**src/rtl/pn_pkg.sv**
```systemverilog
`default_nettype none
// +------------------------------------------------------------------------+
// | Module      : pn_pkg                                                   |
// | Description : Shared definitions for the PN sequence generator:        |
// |               controller state encoding and a table of default         |
// |               maximal-length feedback tap masks for WIDTH 3..16.       |
// | Revision    : 1.0  initial release                                     |
// +------------------------------------------------------------------------+
package pn_pkg;

  typedef enum logic [1:0] {
    ST_INIT = 2'b00,
    ST_RUN  = 2'b01
  } pn_state_e;

  // Tap masks for the right-shifting form used by pn_seq_gen: bit i set
  // means state bit i feeds the XOR whose result enters the MSB. Each mask
  // always contains bit 0, so the recurrence is s[t+n] = s[t] ^ (others).
  function automatic logic [15:0] pn_default_taps(input int width);
    logic [15:0] taps;
    case (width)
      3:       taps = 16'h0003;
      4:       taps = 16'h0009;
      5:       taps = 16'h0005;
      6:       taps = 16'h0003;
      7:       taps = 16'h0003;
      8:       taps = 16'h0071;
      9:       taps = 16'h0011;
      10:      taps = 16'h0009;
      11:      taps = 16'h0005;
      12:      taps = 16'h0053;
      13:      taps = 16'h001B;
      14:      taps = 16'h0443;
      15:      taps = 16'h0003;
      16:      taps = 16'h6801;
      default: taps = 16'h0009;
    endcase
    return taps;
  endfunction

endpackage
`default_nettype wire

```
**src/rtl/pn_feedback.sv**
```systemverilog
`default_nettype none
// +------------------------------------------------------------------------+
// | Module      : pn_feedback                                              |
// | Description : Combinational LFSR feedback bit, XOR-reduce of the       |
// |               current state masked by the tap pattern.                 |
// | Ports       : i_state [WIDTH-1:0]  current LFSR state                  |
// |               o_fb                 feedback bit                        |
// | Revision    : 1.0  initial release                                     |
// +------------------------------------------------------------------------+
module pn_feedback #(
  parameter int              WIDTH = 4,
  parameter logic [WIDTH-1:0] TAPS = 4'b1001
) (
  input  logic [WIDTH-1:0] i_state,
  output logic             o_fb
);

  assign o_fb = ^(i_state & TAPS);

endmodule
`default_nettype wire

```
**src/rtl/pn_seq_gen.sv**
```systemverilog
`default_nettype none
// +------------------------------------------------------------------------+
// | Module      : pn_seq_gen                                               |
// | Description : Fibonacci LFSR pseudo-noise generator with runtime seed  |
// |               load, all-zero lock-up recovery and epoch strobe.        |
// | Ports       : clk_mar            rising-edge clock                     |
// |               rst                async active-low reset                |
// |               en                 advance one step per clock            |
// |               load               load seed_in (priority over en)       |
// |               seed_in [WIDTH-1:0] runtime seed                         |
// |               m_data  [WIDTH-1:0] current LFSR state                   |
// |               m_out              PN bit (m_data[0])                    |
// |               m_valid            high while running                    |
// |               epoch              strobe after a full PERIOD of steps   |
// |               zero_err           strobe after all-zero recovery        |
// | Revision    : 1.0  initial release                                     |
// +------------------------------------------------------------------------+
module pn_seq_gen
  import pn_pkg::*;
#(
  parameter int               WIDTH  = 4,
  parameter logic [WIDTH-1:0] TAPS   = WIDTH'(pn_default_taps(WIDTH)),
  parameter logic [WIDTH-1:0] SEED   = WIDTH'(1),
  parameter int               PERIOD = (1 << WIDTH) - 1
) (
  input  logic             clk_mar,
  input  logic             rst,
  input  logic             en,
  input  logic             load,
  input  logic [WIDTH-1:0] seed_in,
  output logic [WIDTH-1:0] m_data,
  output logic             m_out,
  output logic             m_valid,
  output logic             epoch,
  output logic             zero_err
);

  localparam int CW = $clog2(PERIOD + 1);
  localparam logic [CW-1:0] C_LAST_STEP = CW'(PERIOD - 1);

  pn_state_e      r_state, w_state_nxt;
  logic [WIDTH-1:0] r_data, w_data_nxt;
  logic [CW-1:0]  r_cnt, w_cnt_nxt;
  logic           r_epoch, w_epoch_nxt;
  logic           r_zero_err, w_zero_err_nxt;
  logic           w_fb;

  pn_feedback #(
    .WIDTH (WIDTH),
    .TAPS  (TAPS)
  ) u_feedback (
    .i_state (r_data),
    .o_fb    (w_fb)
  );

  always_ff @(posedge clk_mar or negedge rst) begin
    if (!rst) begin
      r_state    <= ST_INIT;
      r_data     <= '0;
      r_cnt      <= '0;
      r_epoch    <= 1'b0;
      r_zero_err <= 1'b0;
    end else begin
      r_state    <= w_state_nxt;
      r_data     <= w_data_nxt;
      r_cnt      <= w_cnt_nxt;
      r_epoch    <= w_epoch_nxt;
      r_zero_err <= w_zero_err_nxt;
    end
  end

  always_comb begin
    w_state_nxt    = r_state;
    w_data_nxt     = r_data;
    w_cnt_nxt      = r_cnt;
    w_epoch_nxt    = 1'b0;
    w_zero_err_nxt = 1'b0;
    case (r_state)
      ST_INIT: begin
        // Leave INIT unconditionally on the first edge after reset release.
        w_state_nxt = ST_RUN;
        w_data_nxt  = SEED;
        w_cnt_nxt   = '0;
      end
      ST_RUN: begin
        if (load) begin
          w_cnt_nxt = '0;
          if (seed_in == '0) begin
            // An all-zero seed would lock the LFSR; substitute SEED.
            w_data_nxt     = SEED;
            w_zero_err_nxt = 1'b1;
          end else begin
            w_data_nxt = seed_in;
          end
        end else if (r_data == '0) begin
          // Lock-up recovery is independent of en and never counts as a step.
          w_data_nxt     = SEED;
          w_cnt_nxt      = '0;
          w_zero_err_nxt = 1'b1;
        end else if (en) begin
          w_data_nxt = {w_fb, r_data[WIDTH-1:1]};
          if (r_cnt == C_LAST_STEP) begin
            w_cnt_nxt   = '0;
            w_epoch_nxt = 1'b1;
          end else begin
            w_cnt_nxt = r_cnt + CW'(1);
          end
        end
      end
      default: begin
        w_state_nxt = ST_INIT;
        w_data_nxt  = '0;
        w_cnt_nxt   = '0;
      end
    endcase
  end

  assign m_data   = r_data;
  assign m_out    = r_data[0];
  assign m_valid  = (r_state == ST_RUN);
  assign epoch    = r_epoch;
  assign zero_err = r_zero_err;

endmodule
`default_nettype wire

```
**config.mk**
```make
export PLATFORM = sky130hd
export DESIGN_NAME = pn_seq_gen
export DESIGN_NICKNAME = d
export VERILOG_FILES = /design/src/rtl/pn_pkg.sv /design/src/rtl/pn_feedback.sv /design/src/rtl/pn_seq_gen.sv
export SDC_FILE = /design/constraint.sdc
export NUM_CORES = 1
export LEC_CHECK = 0
export CORE_ASPECT_RATIO = 0.75
export CORE_MARGIN = 2
export CORE_UTILIZATION = 30
export CTS_BUF_LIST = sky130_fd_sc_hd__clkbuf_4 sky130_fd_sc_hd__clkbuf_8
export DETAILED_ROUTE_END_ITERATION = 10
export SKIP_CTS_REPAIR_TIMING = 1
export SYNTH_ARGS = -nofsm -noshare
export SYNTH_HDL_FRONTEND = slang
export SYNTH_HIERARCHICAL = 1
export SYNTH_SLANG_ARGS = --single-unit
export TNS_END_PERCENT = 10
```
**constraint.sdc**
```tcl
create_clock -name clk_mar -period 3.6 [get_ports clk_mar]
set_input_delay 0.36 -clock clk_mar [delete_from_list [all_inputs] [get_ports clk_mar]]
set_output_delay 0.36 -clock clk_mar [all_outputs]
set_load 0.05 [all_outputs]
```
==> results.sh <==
export IMPL_cts_buffer_depth=2
export IMPL_synth_top_area_cell="dfrtp_1"
export IMPL_cts_tree="yes"
export IMPL_status="completed"
export IMPL_r2r_slack_ns=2.25
export IMPL_cp_arrival_ns=1.57
export IMPL_ys_seq_elements=11
export IMPL_fin_cells=98
export IMPL_critPathSlowestCell="clkdlybuf4s50_1"
export IMPL_yosysUniqueCellTypes=31
export IMPL_dpl_hpwl_um=955
export IMPL_clk_pin_slew_ns=0.06
export IMPL_netlist_top_cells_area="dfrtp_1, a21oi_1, ha_1, mux2i_1, o21ai_0"
export IMPL_gp_congestion=0.799
export IMPL_yosys_warnings=6
export IMPL_final_core_util_pct=43.8
export IMPL_cts_root_buf="clkbuf_4"
export IMPL_syn_area_um2=592
export IMPL_setup_viol=0
export IMPL_drt_wl_total_um=1220
export IMPL_cp_top_family="buffers and inverters"
export IMPL_setup_worst_path_end_class="output pin"
export IMPL_area_growth_pct=32.3
export IMPL_synth_fp_nets=70
export IMPL_slew_headroom_pct=66.8
export IMPL_nets=87
export IMPL_rows=13
export IMPL_port_buffers=15
export IMPL_insertedDiodeCount=0
export IMPL_layout_setup_ws_ns=1.67
export IMPL_cellLeakagePower_nw=0.320
export IMPL_crit_type="flip-flop to output pin"
export IMPL_drive_gt1_share_pct=11.8
export IMPL_power_density_nw_per_um2=377
export IMPL_min_period_ns=1.93
export IMPL_grt_overflow=0
export IMPL_crit_buf_inv=1
export IMPL_max_stage_delay_ns=0.84
export IMPL_ioPinCount=16
export IMPL_hold_violations=0
export IMPL_start_kind="flip-flop"
export IMPL_path_max_fanout=6
export IMPL_yosysSeqAreaShare_pct=46.5
export IMPL_slew_violations=0
export IMPL_fillers=186
export IMPL_drcViolationCount=0
export IMPL_drt_wirelength_per_cell_um=12.4
export IMPL_clock_skew_ns=0.00157
export IMPL_fin_hold_ws_ns=0.419
export IMPL_r2r_cells=3
export IMPL_dp_cells=94
export IMPL_die_h_um=42.5
export IMPL_fin_crit_sh_pct=53.5
export IMPL_final_setup_tns_ns=0
export IMPL_netlist_area_leader_share_pct=46.5
export IMPL_critical_path_depth=1
export IMPL_grt_max_degree=12
export IMPL_postSynthCellCount=60
export IMPL_required_ns=3.24
export IMPL_drt_pass1_iter_count=4
export IMPL_track_usage_pct=11.2
export IMPL_syn_area_per_cell_um2=9.86
export IMPL_drt_iter0_drc=14
export IMPL_die_width_um=55.3
export IMPL_grt_antenna_before_repair=0
export IMPL_core_um2=1790
export IMPL_rsz0062_at_grt="false"
export IMPL_max_freq_mhz=519
export IMPL_detail_route_antenna_nets=0
export IMPL_grt_pass1_vias=423
export IMPL_grt_pass1_wl_um=1970
export IMPL_via_per_inst=5.11
export IMPL_dieArea_um2=2350
export IMPL_clk_latency_ns=0.27
export IMPL_hold_path_class="input pin to async pin"
export IMPL_dp_slack_ns=1.90
export IMPL_cts_sinks=11
export IMPL_max_vdd_ir_drop_mv=0.173
export IMPL_worst_pin_slew_ns=0.496
export IMPL_path_cells="clkdlybuf4s50_1"
export IMPL_max_cap_violations=0
export IMPL_start_util_pct=33.1
export IMPL_cts_buffers_inserted=3
export IMPL_r2r_end="m_data[3]$_DFFE_PN0P_"
export IMPL_worstReg2RegStart="m_data[0]$_DFFE_PN0P_"
export IMPL_htreeDepth=1
export IMPL_dr_total_vias=501
==> cells in the final DEF, fill, tap and decap left out, drive strengths merged, types with 2 or more instances in the layout <==
master         count
nor3               2
nand3              3
a21oi              6
mux2i              2
o21ai              4
ha                 2
dfrtp             11
clkbuf             4
or3                2
nand2              6
clkdlybuf4s50     15
inv                2
==> layer usage <==
layer	vias to the layer above	global-route usage, %	routed length, µm
met5	-	0	0
met4	0	4.39	6
met3	2	5.56	69
met2	13	14.5	537
met1	238	15.5	606
li1	248	-	-
==> power breakdown <==
group / internal, mW / switching [mW]
combinational: 0.0286 / 0.0398
sequential: 0.129 / 0.00856
clock: 0.0504 / 0.0387
total: 0.208 / 0.0871
==> final cells by class <==
type                            count  area [µm²]  share of cell area [%]
Sequential cell                    11         275                    35.1
Timing Repair Buffer               15         150                    19.2
Clock buffer                        4        30.0                    3.83
Inverter                            2        7.51                   0.958
Multi-Input combinational cell     44         293                    37.4
Tap cell                           22        27.5                    3.51
==> metrics by stage <==
stage	power [mW]	area [µm²]
after detailed placement	0.209	753
after global placement	0.208	753
after CTS	0.301	783
after global routing	0.312	783
after floorplan	0.183	592
final	0.295	783
==> sequential cells by signal (all words and copies together) (netlist names) <==
| register | flops |
|---|---|
| r_state | 1 |
| zero_err | 1 |
| r_cnt | 4 |
| epoch | 1 |
| m_data | 4 |
==> logic make-up after synthesis <==
group	after synthesis	synth area share (%)
DFF	11	46.5
AOI/OAI and AO/OA	16	16.9
xor gates and xnor gates	1	1.48
muxes	3	5.29
buffers and inverters	5	4.02
other	1	0.634
and+or+nand+nor	21	20.9
adders and majority gates	2	4.23
==> Yosys cell counts, drive strengths merged <==
cell and instances:
a21oi 6, a22oi 1, a2bb2oi 1, a31oi 1, and2 1, and2b 1
buf 2, clkbuf 1, conb 1, dfrtp 11, ha 2, inv 2
mux2 1, mux2i 2, nand2 6, nand2b 1, nand3 3, nand3b 1
nor2 1, nor2b 1, nor3 2, nor4 1, o211ai 1, o21ai 4
o32a 1, o41ai 1, or3 2, or4 1, xor2 1
==> how the worst max path moves through the flow <==
stage	endpoint	startpoint
global placement	m_data[0]$_DFFE_PN0P_	en
CTS	m_out	m_data[0]$_DFFE_PN0P_
finish	m_out	m_data[0]$_DFFE_PN0P_
detailed placement	m_data[0]$_DFFE_PN0P_	en
global route	m_out	m_data[0]$_DFFE_PN0P_
floorplan	m_data[3]$_DFFE_PN0P_	m_data[0]$_DFFE_PN0P_
Note: power is estimated with default switching activity, not from simulation.
